File: config.mk
export PLATFORM = sky130hd
export DESIGN_NAME = adrv9001_rx_delay_cal_flat
export DESIGN_NICKNAME = d
export VERILOG_FILES = /design/src/rtl/adrv9001_rx_delay_cal_if.sv /design/src/rtl/adrv9001_rx_delay_cal.sv /design/src/flat_wrapper.sv
export SDC_FILE = /design/constraint.sdc
export NUM_CORES = 1
export LEC_CHECK = 0
export ABC_AREA = 1
export BUFFER_PORTS_ARGS = -buffer_cell sky130_fd_sc_hd__buf_2
export CORE_MARGIN = 2
export CORE_UTILIZATION = 54
export CTS_BUF_LIST = sky130_fd_sc_hd__clkbuf_8
export CTS_CLUSTER_DIAMETER = 150
export DETAILED_ROUTE_END_ITERATION = 16
export PLACE_DENSITY = 0.85
export SYNTH_ARGS = -nofsm -noshare
export SYNTH_HDL_FRONTEND = slang
export SYNTH_SLANG_ARGS = --single-unit
File: constraint.sdc
create_clock -name i_clk -period 2.4 [get_ports i_clk]
set_clock_uncertainty 0.2 [all_clocks]
set_input_delay 0.12 -clock i_clk [delete_from_list [all_inputs] [get_ports i_clk]]
set_output_delay 0.12 -clock i_clk [all_outputs]
set_load 0.005 [all_outputs]
File: src/rtl/adrv9001_rx_delay_cal_if.sv
// ---------------------------------------------------------------------------
// adrv9001_rx_delay_cal_if
//
// Purpose: groups the command, strobe-input, tap-output and result signals of
//          the receive SSI input-delay calibration controller.
//
// Signals:
//   start      level-sampled sweep request (rising edge starts a sweep)
//   dwell      valid strobe words observed per tap (0 is treated as 1)
//   strb_in    packed strobe word from the serdes/pack path
//   valid_in   strb_in valid
//   tap_out    tap code to the lane delay elements
//   tap_load   one-cycle load pulse for tap_out
//   busy       sweep in progress
//   done       one-cycle pulse at sweep end
//   fail       sticky result flag: longest passing run too short
//   best_tap   chosen (centre) tap
//   window_len length of the longest passing run
//   pass_map   per-tap pass result (zero unless the debug build is used)
//
// Modports:
//   slave   calibration controller view
//   master  system / testbench view
// ---------------------------------------------------------------------------
interface adrv9001_rx_delay_cal_if #(
    parameter int unsigned TAP_WIDTH = 5
);
    logic                        start;
    logic [15:0]                 dwell;
    logic [15:0]                 strb_in;
    logic                        valid_in;
    logic [TAP_WIDTH-1:0]        tap_out;
    logic                        tap_load;
    logic                        busy;
    logic                        done;
    logic                        fail;
    logic [TAP_WIDTH-1:0]        best_tap;
    logic [TAP_WIDTH:0]          window_len;
    logic [(1<<TAP_WIDTH)-1:0]   pass_map;

    modport slave (
        input  start, dwell, strb_in, valid_in,
        output tap_out, tap_load, busy, done, fail, best_tap, window_len, pass_map
    );

    modport master (
        output start, dwell, strb_in, valid_in,
        input  tap_out, tap_load, busy, done, fail, best_tap, window_len, pass_map
    );
endinterface

File: src/rtl/adrv9001_rx_delay_cal.sv
// ---------------------------------------------------------------------------
// adrv9001_rx_delay_cal
//
// Purpose: input-delay calibration for one ADRV9001 receive SSI channel.
//          On a start edge the shared I/Q/strobe delay tap is swept linearly
//          from 0 to the maximum. At each tap the packed strobe word is watched
//          for stability; the longest run of passing taps is tracked and its
//          (floor) centre tap is loaded into the delay elements at the end.
//
// Ports:
//   i_clk    divided SSI clock
//   i_rstn   synchronous active-low reset
//   io_cal   adrv9001_rx_delay_cal_if.slave (command, strobe, tap, results)
//
// Build option:
//   ADRV9001_RX_DELAY_CAL_DBG_EN  when defined, a per-tap pass map register is
//                                 kept and driven on pass_map; otherwise
//                                 pass_map is tied to zero.
// ---------------------------------------------------------------------------
module adrv9001_rx_delay_cal #(
    parameter int unsigned TAP_WIDTH      = 5,
    parameter int unsigned SETTLE_CYCLES  = 8,
    parameter int unsigned MIN_WINDOW     = 4,
    parameter int unsigned TIMEOUT_CYCLES = 65535
) (
    input  logic                          i_clk,
    input  logic                          i_rstn,
    adrv9001_rx_delay_cal_if.slave        io_cal
);

    localparam int unsigned LenW = TAP_WIDTH + 1;
    localparam int unsigned SetW = $clog2(SETTLE_CYCLES + 2);
    localparam int unsigned TmoW = $clog2(TIMEOUT_CYCLES + 1);
    localparam logic [TAP_WIDTH-1:0] TapMax = '1;

    typedef enum logic [2:0] {
        StIdle,
        StLoad,
        StSettle,
        StObserve,
        StEval,
        StFinal,
        StLoadFinal,
        StDone
    } state_e;

    state_e                 r_state;
    state_e                 w_state_next;

    logic                   r_start_prev;
    logic [TAP_WIDTH-1:0]   r_tap;
    logic [TAP_WIDTH-1:0]   r_tap_out;
    logic [SetW-1:0]        r_set_cnt;
    logic [15:0]            r_obs_cnt;
    logic [TmoW-1:0]        r_tmo_cnt;
    logic [15:0]            r_ref;
    logic                   r_ref_vld;
    logic                   r_tap_ok;
    logic [LenW-1:0]        r_cur_len;
    logic [TAP_WIDTH-1:0]   r_cur_start;
    logic [LenW-1:0]        r_best_len;
    logic [TAP_WIDTH-1:0]   r_best_start;
    logic [TAP_WIDTH-1:0]   r_best_tap;
    logic [LenW-1:0]        r_window_len;
    logic                   r_fail;

    logic                   w_start_edge;
    logic                   w_sweep_start;
    logic [15:0]            w_dwell_eff;
    logic                   w_word_bad;
    logic                   w_obs_last;
    logic                   w_tmo;
    logic [LenW-1:0]        w_cur_len_upd;
    logic [TAP_WIDTH-1:0]   w_run_start;
    logic [LenW-1:0]        w_centre;
    logic [TAP_WIDTH-1:0]   w_final_tap;
    logic                   w_tap_load;
    logic                   w_busy;
    logic                   w_done;

    // ------------------------------------------------------------------
    // Combinational helpers
    // ------------------------------------------------------------------
    assign w_start_edge  = io_cal.start & ~r_start_prev;
    assign w_sweep_start = w_start_edge && ((r_state == StIdle) || (r_state == StDone));
    assign w_dwell_eff   = (io_cal.dwell == 16'd0) ? 16'd1 : io_cal.dwell;

    // All-zero / all-one words mean the strobe is not toggling at this tap.
    assign w_word_bad = (io_cal.strb_in == 16'h0000) || (io_cal.strb_in == 16'hFFFF) ||
                        (r_ref_vld && (io_cal.strb_in != r_ref));
    assign w_obs_last = io_cal.valid_in && (r_obs_cnt == 16'd1);
    assign w_tmo      = (r_tmo_cnt == TmoW'(TIMEOUT_CYCLES - 1)) && !w_obs_last;

    assign w_cur_len_upd = r_tap_ok ? (r_cur_len + LenW'(1)) : '0;
    assign w_run_start   = (r_cur_len == '0) ? r_tap : r_cur_start;

    // Floor centre of the best run, one extra bit so the sum cannot wrap.
    assign w_centre    = LenW'(r_best_start) + ((r_best_len - LenW'(1)) >> 1);
    assign w_final_tap = (r_best_len == '0) ? '0 : w_centre[TAP_WIDTH-1:0];

    // ------------------------------------------------------------------
    // FSM: state register
    // ------------------------------------------------------------------
    always_ff @(posedge i_clk) begin
        if (!i_rstn) begin
            r_state <= StIdle;
        end else begin
            r_state <= w_state_next;
        end
    end

    // ------------------------------------------------------------------
    // FSM: next-state logic
    // ------------------------------------------------------------------
    always_comb begin
        w_state_next = r_state;
        unique case (r_state)
            StIdle:      if (w_start_edge) w_state_next = StLoad;
            StDone:      w_state_next = w_start_edge ? StLoad : StIdle;
            StLoad:      w_state_next = StSettle;
            StSettle:    if (r_set_cnt <= SetW'(1)) w_state_next = StObserve;
            StObserve:   if (w_obs_last || w_tmo) w_state_next = StEval;
            StEval:      w_state_next = (r_tap == TapMax) ? StFinal : StLoad;
            StFinal:     w_state_next = StLoadFinal;
            StLoadFinal: w_state_next = StDone;
            default:     w_state_next = StIdle;
        endcase
    end

    // ------------------------------------------------------------------
    // FSM: outputs
    // ------------------------------------------------------------------
    always_comb begin
        w_tap_load = 1'b0;
        w_busy     = 1'b1;
        w_done     = 1'b0;
        unique case (r_state)
            StIdle:              w_busy = 1'b0;
            StDone: begin
                w_busy = 1'b0;
                w_done = 1'b1;
            end
            StLoad, StLoadFinal: w_tap_load = 1'b1;
            default: ;
        endcase
    end

    // ------------------------------------------------------------------
    // Datapath
    // ------------------------------------------------------------------
    always_ff @(posedge i_clk) begin
        if (!i_rstn) begin
            r_start_prev <= 1'b0;
            r_tap        <= '0;
            r_tap_out    <= '0;
            r_set_cnt    <= '0;
            r_obs_cnt    <= '0;
            r_tmo_cnt    <= '0;
            r_ref        <= '0;
            r_ref_vld    <= 1'b0;
            r_tap_ok     <= 1'b0;
            r_cur_len    <= '0;
            r_cur_start  <= '0;
            r_best_len   <= '0;
            r_best_start <= '0;
            r_best_tap   <= '0;
            r_window_len <= '0;
            r_fail       <= 1'b0;
        end else begin
            r_start_prev <= io_cal.start;
            unique case (r_state)
                StIdle, StDone: begin
                    if (w_start_edge) begin
                        r_tap        <= '0;
                        r_tap_out    <= '0;
                        r_cur_len    <= '0;
                        r_cur_start  <= '0;
                        r_best_len   <= '0;
                        r_best_start <= '0;
                        r_fail       <= 1'b0;
                    end
                end
                StLoad: begin
                    r_set_cnt <= SetW'(SETTLE_CYCLES);
                end
                StSettle: begin
                    r_set_cnt <= r_set_cnt - SetW'(1);
                    if (r_set_cnt <= SetW'(1)) begin
                        r_obs_cnt <= w_dwell_eff;
                        r_ref     <= '0;
                        r_ref_vld <= 1'b0;
                        r_tmo_cnt <= '0;
                        r_tap_ok  <= 1'b1;
                    end
                end
                StObserve: begin
                    r_tmo_cnt <= r_tmo_cnt + TmoW'(1);
                    if (io_cal.valid_in) begin
                        r_obs_cnt <= r_obs_cnt - 16'd1;
                        if (w_word_bad) r_tap_ok <= 1'b0;
                        if (!r_ref_vld) begin
                            r_ref     <= io_cal.strb_in;
                            r_ref_vld <= 1'b1;
                        end
                    end
                    if (w_tmo) r_tap_ok <= 1'b0;
                end
                StEval: begin
                    r_cur_len <= w_cur_len_upd;
                    if (r_tap_ok && (r_cur_len == '0)) r_cur_start <= r_tap;
                    // Strict compare: on a tie the earlier run is kept.
                    if (w_cur_len_upd > r_best_len) begin
                        r_best_len   <= w_cur_len_upd;
                        r_best_start <= w_run_start;
                    end
                    if (r_tap != TapMax) begin
                        r_tap     <= r_tap + TAP_WIDTH'(1);
                        r_tap_out <= r_tap + TAP_WIDTH'(1);
                    end
                end
                StFinal: begin
                    r_best_tap   <= w_final_tap;
                    r_tap_out    <= w_final_tap;
                    r_window_len <= r_best_len;
                    r_fail       <= (32'(r_best_len) < MIN_WINDOW);
                end
                StLoadFinal: ;
                default: ;
            endcase
        end
    end

`ifdef ADRV9001_RX_DELAY_CAL_DBG_EN
    logic [(1<<TAP_WIDTH)-1:0] r_pass_map;

    always_ff @(posedge i_clk) begin
        if (!i_rstn) begin
            r_pass_map <= '0;
        end else if (w_sweep_start) begin
            r_pass_map <= '0;
        end else if ((r_state == StEval) && r_tap_ok) begin
            r_pass_map[r_tap] <= 1'b1;
        end
    end

    assign io_cal.pass_map = r_pass_map;
`else
    assign io_cal.pass_map = '0;
`endif

    assign io_cal.tap_out    = r_tap_out;
    assign io_cal.tap_load   = w_tap_load;
    assign io_cal.busy       = w_busy;
    assign io_cal.done       = w_done;
    assign io_cal.fail       = r_fail;
    assign io_cal.best_tap   = r_best_tap;
    assign io_cal.window_len = r_window_len;

endmodule

File: src/flat_wrapper.sv
// flat-port wrapper written by rule: the top's interface ports become plain ports
module adrv9001_rx_delay_cal_flat 
#(
    parameter int unsigned TAP_WIDTH      = 5,
    parameter int unsigned SETTLE_CYCLES  = 8,
    parameter int unsigned MIN_WINDOW     = 4,
    parameter int unsigned TIMEOUT_CYCLES = 65535
)
  (i_clk, i_rstn, io_cal_start, io_cal_dwell, io_cal_strb_in, io_cal_valid_in, io_cal_tap_out, io_cal_tap_load, io_cal_busy, io_cal_done, io_cal_fail, io_cal_best_tap, io_cal_window_len, io_cal_pass_map);
  adrv9001_rx_delay_cal_if #(.TAP_WIDTH(TAP_WIDTH)) io_cal_i ();
  input  logic i_clk;
  input  logic i_rstn;
  input wire logic [$bits(io_cal_i.start)-1:0] io_cal_start;
  input wire logic [$bits(io_cal_i.dwell)-1:0] io_cal_dwell;
  input wire logic [$bits(io_cal_i.strb_in)-1:0] io_cal_strb_in;
  input wire logic [$bits(io_cal_i.valid_in)-1:0] io_cal_valid_in;
  output wire logic [$bits(io_cal_i.tap_out)-1:0] io_cal_tap_out;
  output wire logic [$bits(io_cal_i.tap_load)-1:0] io_cal_tap_load;
  output wire logic [$bits(io_cal_i.busy)-1:0] io_cal_busy;
  output wire logic [$bits(io_cal_i.done)-1:0] io_cal_done;
  output wire logic [$bits(io_cal_i.fail)-1:0] io_cal_fail;
  output wire logic [$bits(io_cal_i.best_tap)-1:0] io_cal_best_tap;
  output wire logic [$bits(io_cal_i.window_len)-1:0] io_cal_window_len;
  output wire logic [$bits(io_cal_i.pass_map)-1:0] io_cal_pass_map;
  assign io_cal_i.start = io_cal_start;
  assign io_cal_i.dwell = io_cal_dwell;
  assign io_cal_i.strb_in = io_cal_strb_in;
  assign io_cal_i.valid_in = io_cal_valid_in;
  assign io_cal_tap_out = io_cal_i.tap_out;
  assign io_cal_tap_load = io_cal_i.tap_load;
  assign io_cal_busy = io_cal_i.busy;
  assign io_cal_done = io_cal_i.done;
  assign io_cal_fail = io_cal_i.fail;
  assign io_cal_best_tap = io_cal_i.best_tap;
  assign io_cal_window_len = io_cal_i.window_len;
  assign io_cal_pass_map = io_cal_i.pass_map;
  adrv9001_rx_delay_cal #(.TAP_WIDTH(TAP_WIDTH), .SETTLE_CYCLES(SETTLE_CYCLES), .MIN_WINDOW(MIN_WINDOW), .TIMEOUT_CYCLES(TIMEOUT_CYCLES)) u_core (.i_clk(i_clk), .i_rstn(i_rstn), .io_cal(io_cal_i));
endmodule
==> flow_summary.ini, run 1 <==
[outcome]
outcome = finished with violations
violations = negative setup slack

[timing]
post-route-worst-setup-slack_ns = -0.108
finalSetupTns_ns = -0.388
rsz0062_at_grt = yes
finalCritPeriodShare_pct = 104
tightest_slew_ns = 0.533
max_clock_freq_ghz = 0.399
min_period_ns = 2.51
finalMaxSlewViolations = 0
relSlewSlack_pct = 64.5
hold_viol = 0
setup_violations = 10

[worst_setup_path]
critPathMaxStageDelay_ns = 0.39
cp-start-kind = register
critical_path_required_ns = 2.51
critical_path.top_delay_family = compound AO/OA/AOI/OAI gates
reg2reg_to = u_core.r_best_len[2]
reg2reg_from = u_core.r_cur_len[1]
critPathBufInv = 2
slowest_stage = dfxtp_4
end_kind = register
worstRegToRegCells = 16
worstPathArrival_ns = 2.61
cp-startpoint = u_core.r_cur_len[1]
critPathKind = register to register
r2r_setup_slack_ns = -0.11
cp_max_fo = 8
crit_chain = ha_4, nand2_2, inv_2, nand2_2, o21ai_4, a21oi_4, ha_4, nand2_4, nor2_4, o21ai_2, nand2_1, o21ai_2, a21oi_4, buf_6, o21ai_1, a21oi_1

[synth]
synth_top_area_share_pct = 33.7
dominantRegCellSynth = dfxtp_1
synthDistinctLibCells = 51
synth_enable_flop_cells = 0
yosys.area.top_type = dfxtp_1
yosys-top-cells-count = 198 x nand2_1, 102 x dfxtp_1, 99 x inv_1, 92 x a21oi_1, 88 x nor2_1
synth_area_leaders = dfxtp_1 34%, nand2_1 12%, a21oi_1 7.6%, inv_1 6.1%, nor2_1 5.5%
syn-mean-instance-area_um2 = 6.84
ys_async_sr_fraction_pct = 0
syn_area_um2 = 6060
yosys_warnings = 0
synth_most_common_cell = nand2_1
yosysSeqAreaShare_pct = 33.7
synth_seq_cells = 102
synthCells = 885

[clocking]
cts_tree = built
cts_buffers = 9
clock_latency_ns = 0.37
htreeDepth = 3
cts_sinks = 102
cts_buffer_depth = 2
clk_pin_slew_ns = 0.10
root_buffer = clkbuf_8

[pwr]
max-vdd-ir-drop_mv = 0.398
clkPwrFrac_pct = 26.0
p_seq_share_pct = 41.2
leakagePower_nw = 3.06
p_comb_share_pct = 32.8
p_per_area_nw_per_um2 = 685
p_sw_share_pct = 35.4
power_switching_w = 0.00174
p_int_w = 0.00317
power_w = 0.00490

[die]
die_h_um = 110
die_w_um = 110
rows = 38
die-area_um2 = 12100
pin_count = 88
start_util_pct = 55.6
core_area_um2 = 10900

[detailed_routing]
wirelength_mm = 15.0
routedWlPerCell_um = 13.3
ant_nets = 0
drtIter0Drc = 385
dr.pass1.iters = 5
via_count = 5994
drcViolationCount = 0
viasPerCell = 5.33

[place]
gp_congestion = 0.885
hpwlAfterDp_mm = 9.98
port_buffers = 55
place_ws_ns = -0.136
numPlacedInstances = 1071

[worst_hold_path]
holdPathStages = 6
worstHoldEndpoint = u_core.r_obs_cnt[13]
min_from = io_cal_valid_in
hp-class = input pin to register

[finish]
drive_gt1_share_pct = 15.7
diodes = 0
syn_to_final_growth_pct = 18.2
final_util_pct = 65.8
fin_nets = 1040
final_cell_count_no_fill = 1125

[global_route]
grt_max_degree = 49
grt_pass1_wl_mm = 23.5
grt_overflow = 0
antenna_found_initial = 0
first_global_vias = 5353
grtUsageTotal_pct = 24.2

[run]
maxCapViolations = 0
-- logic make-up after synthesis --
group	count (synthesis)	share of synthesized area (%)
buffers and inverters	168	13.0
other	1	0.0619
AOI/OAI and AO/OA	200	19.2
and+or+nand+nor	379	27.4
adders and majority gates	24	5.08
DFF	102	33.7
xor gates and xnor gates	11	1.59
-- cells in the final DEF (no fill, tap or decap), drive strengths merged, types with 2 or more instances in the layout --
master / count
o22ai: 2
inv: 110
o211ai: 6
conb: 32
xnor2: 6
nand4: 18
nand3b: 3
dfxtp: 102
nor4: 6
a31oi: 7
nor3: 13
clkbuf: 12
nand2: 203
dlygate4sd3: 35
buf: 77
a21oi: 94
bufinv: 2
a211oi: 20
ha: 23
o21a: 2
nor2: 93
or2: 5
xor2: 5
a221oi: 3
nand3: 36
o21ai: 60
-- flip-flops by register name, indices dropped and copies added (netlist names), 3 cells and up --
signal	count
u_core.io_cal.window_len	6
u_core.r_set_cnt	4
u_core.r_cur_len	6
u_core.r_ref	16
u_core.io_cal.best_tap	5
u_core.r_cur_start	5
u_core.r_state	3
u_core.r_tap	5
u_core.io_cal.tap_out	5
u_core.r_tmo_cnt	16
u_core.r_best_len	6
u_core.r_obs_cnt	16
u_core.r_best_start	5
-- per-stage QoR --
step,area (um^2),hold WS (ns)
finish,7160,0.108
global route,7160,0.134
CTS,7050,0.118
detailed placement,6410,0.137
global placement,6410,0.127
floorplan,6170,0.0135
-- worst register-to-register path: stages, from the launching register on --
cell and delay (ns):
dfxtp_4 0.39, ha_4 0.15, nand2_2 0.05, inv_2 0.07, nand2_2 0.08, o21ai_4 0.17
a21oi_4 0.05, ha_4 0.28, nand2_4 0.06, nor2_4 0.13, o21ai_2 0.06, nand2_1 0.08
o21ai_2 0.08, a21oi_4 0.21, buf_6 0.17, o21ai_1 0.07, a21oi_1 0.15
-- worst max path at each step --
stage	endpoint	depth (start not counted)
detailed placement	u_core.r_best_len[5]	16
floorplan	u_core.r_best_len[3]	16
global route	u_core.r_best_len[2]	16
CTS	u_core.r_best_len[4]	14
finish	u_core.r_best_len[2]	16
global placement	u_core.r_best_len[5]	16
-- final cells by class --
class	count	area (um^2)
Clock buffer	12	165
Tap cell	140	175
Multi-Input combinational cell	646	3460
Inverter	109	412
Timing Repair Buffer	112	823
Sequential cell	102	2050
Fill cell	928	3730
Clock inverter	4	68.8
-- power by group through the flow --
stage	logic (W)	registers (W)	clock network, W
2_1_floorplan	0.00120	0.00201	0
3_3_place_gp	0.00143	0.00204	0
3_5_place_dp	0.00147	0.00205	0
4_1_cts	0.00154	0.00201	0.00127
5_1_grt	0.00181	0.00204	0.00135
6_report	0.00161	0.00202	0.00128
-- routing by layer --
layer / share of wire, % / track usage (%) / vias up
met5: 0 / 0 / -
met4: 1.1 / 6.69 / 0
met3: 4.5 / 4.39 / 15
met2: 49 / 42.7 / 157
met1: 45 / 30.0 / 2778
li1: - / - / 3044
-- timing repair --
action / 4_1_cts / 5_1_grt
setup endpoints to repair: 11 / 18
hold buffers: 35 / 0
resized for setup: 21 / 27
pin swaps: 9 / 13
hold endpoints to repair: 34 / 0
setup buffers: 1 / 2
cloned: 0 / 0
No activity file was read; power rests on OpenSTA's default activity.
==> inputs of run 2 (changes only) <==
CELL_PAD_IN_SITES_DETAIL_PLACEMENT = 0   (was default)
CELL_PAD_IN_SITES_GLOBAL_PLACEMENT = 1   (was default)
CORE_UTILIZATION = 38   (was 54)
PLACE_DENSITY = 0.84   (was 0.85)
==> run 2 against run 1 <==
Compared with the run above: the flow now finishes without violations; setup slack gained 0.11 ns; cell area grew 0.30%; global-route usage fell by 6.4 points; utilization shrank 20 points; flip-flop and latch count unchanged; sequential power barely moved; clock-buffer cell count is the same; critical path depth is the same; register-to-register slack better by 0.11 ns; critical endpoint unchanged; non-clock buffer count rose by 5; via count down 4.3%.
==> flow_summary.ini, run 2 (synthesized netlist as in run 1, its figures left out) <==
[clocking]
cts_tree = built
cts_buffer_depth = 2
root_buffer = clkbuf_8
cts_buffers = 9
cts_sinks = 102
clock_latency_ns = 0.38
htreeDepth = 3
clk_pin_slew_ns = 0.09

[worst_setup_path]
end_kind = register
r2r_setup_slack_ns = 0.001
cp_max_fo = 8
critPathKind = register to register
worstRegToRegCells = 16
cp-startpoint = u_core.r_cur_len[1]
critical_path_required_ns = 2.48
reg2reg_from = u_core.r_cur_len[1]
reg2reg_to = u_core.r_best_len[2]
cp-start-kind = register
worstPathArrival_ns = 2.48

[finish]
diodes = 0
drive_gt1_share_pct = 15.3
layout_commonest_cell = nand2_1
largestRegisters = u_core.r_obs_cnt: 16 flops, u_core.r_ref: 16 flops, u_core.r_tmo_cnt: 16 flops
fin_nets = 1045
final_cell_count_no_fill = 1205
syn_to_final_growth_pct = 18.6
stdcell_area_um2 = 7180
mostFrequentLayoutCells = 195 x nand2_1, 99 x inv_1, 97 x dfxtp_1

[die]
pin_count = 88
core_area_um2 = 15700
rows = 46
start_util_pct = 38.5
die-area_um2 = 17000
die_h_um = 130
die_w_um = 130

[pwr]
leakagePower_nw = 3.07
p_per_area_nw_per_um2 = 648
max-vdd-ir-drop_mv = 0.272

[place]
port_buffers = 55
numPlacedInstances = 1153
hpwlAfterDp_mm = 10.5
place_area_um2 = 6540
place_ws_ns = -0.135
gp_congestion = 0.801

[global_route]
grt_max_degree = 49
antenna_found_initial = 0
grtUsageTotal_pct = 17.8
grt_pass1_wl_mm = 24.3
first_global_vias = 5112
grt_overflow = 0

[worst_hold_path]
min_from = io_cal_valid_in
holdPathStages = 6
hp-class = input pin to register
worstHoldEndpoint = u_core.r_obs_cnt[13]

[detailed_routing]
ant_nets = 0
dr.pass1.iters = 5
dr_wl_met2_mm = 6.64
wirelength_mm = 14.9
drtIter0Drc = 328
routedWlPerCell_um = 12.3
drcViolationCount = 0
via_count = 5737
topRoutingLayerUsed = met4
met3WireLength_um = 469
viasPerCell = 4.76
drt-met1-wl_mm = 7.59

[timing]
max_clock_freq_ghz = 0.417
setup_violations = 0
min_period_ns = 2.40
finalMaxSlewViolations = 0
rsz0062_at_grt = yes
post-route-worst-setup-slack_ns = 0.00123
finalCritPeriodShare_pct = 99.9
relSlewSlack_pct = 66.3
hold_viol = 0
tightest_slew_ns = 0.506

[outcome]
outcome = finished clean

[run]
maxCapViolations = 0
[run 2: cell count changes in the layout (fill, tap and decap cells not counted), moves of 2 or more]
| cell | before | now |
|---|---|---|
| ha_1 | 20 | 22 |
| o21ai_1 | 12 | 17 |
| o21ai_2 | 6 | 4 |
| buf_4 | 18 | 24 |
| o21ai_0 | 40 | 38 |
| bufinv_16 | 2 | 0 |
[run 2: layer usage]
metal  vias to the layer above  GRT usage (%)
li1                       3056              -
met3                        11           2.50
met2                       104           28.2
met4                         0           5.12
met1                      2566           25.2
met5                         -              0
[run 2: how the worst max path moves through the flow]
stage,end,slack [ns]
finish,u_core.r_best_len[2],0.001
global route,u_core.r_best_len[2],-0.14
floorplan,u_core.r_best_len[3],0.08
global placement,u_core.r_best_len[5],-0.09
detailed placement,u_core.r_best_len[5],-0.13
CTS,u_core.r_best_len[5],0.01
[run 2: worst max-delay path: stages, from the launching register on]
cell     delay [ns]
dfxtp_4        0.38
ha_4           0.14
nand2_2        0.05
inv_2          0.06
nand2_4        0.05
o21ai_2        0.15
a21oi_2        0.06
ha_1           0.31
nand2_2        0.07
nor2_2         0.12
o21ai_1        0.08
nand2_1        0.08
o21ai_2        0.07
a21oi_4        0.18
buf_6          0.16
buf_4          0.11
a21oi_1        0.04
[run 2: layout make-up]
| class | instances | area (um^2) |
|---|---|---|
| inverter | 109 | 412 |
| sequential | 102 | 2050 |
| timing repair buffer | 117 | 847 |
| fill | 1645 | 8530 |
| multi-input combinational | 646 | 3420 |
| tap | 216 | 270 |
| clock inverter | 3 | 17.5 |
| clock buffer | 12 | 165 |
[run 2: per-stage QoR]
stage                     TNS [ns]  hold slack, ns  power, W  util, %
after floorplan                  0          0.0135   0.00321        -
after global placement      -0.612           0.123   0.00353     41.6
after detailed placement    -0.987           0.145   0.00354     41.6
after CTS                        0           0.127   0.00467     45.2
after global routing         -1.06           0.189   0.00501     45.7
final                            0           0.130   0.00466     45.7
[run 2: repair_timing]
item,4_1_cts,5_1_grt
endpoints found under the hold margin,38,0
pin swaps,2,6
hold buffers,36,0
setup buffers,0,1
gates resized for setup,9,30
setup endpoints to repair,11,24
[run 2: power breakdown]
part / switching (W) / internal (W)
clock network: 0.000607 / 0.000456
registers: 0.000143 / 0.00187
logic: 0.000953 / 0.000626
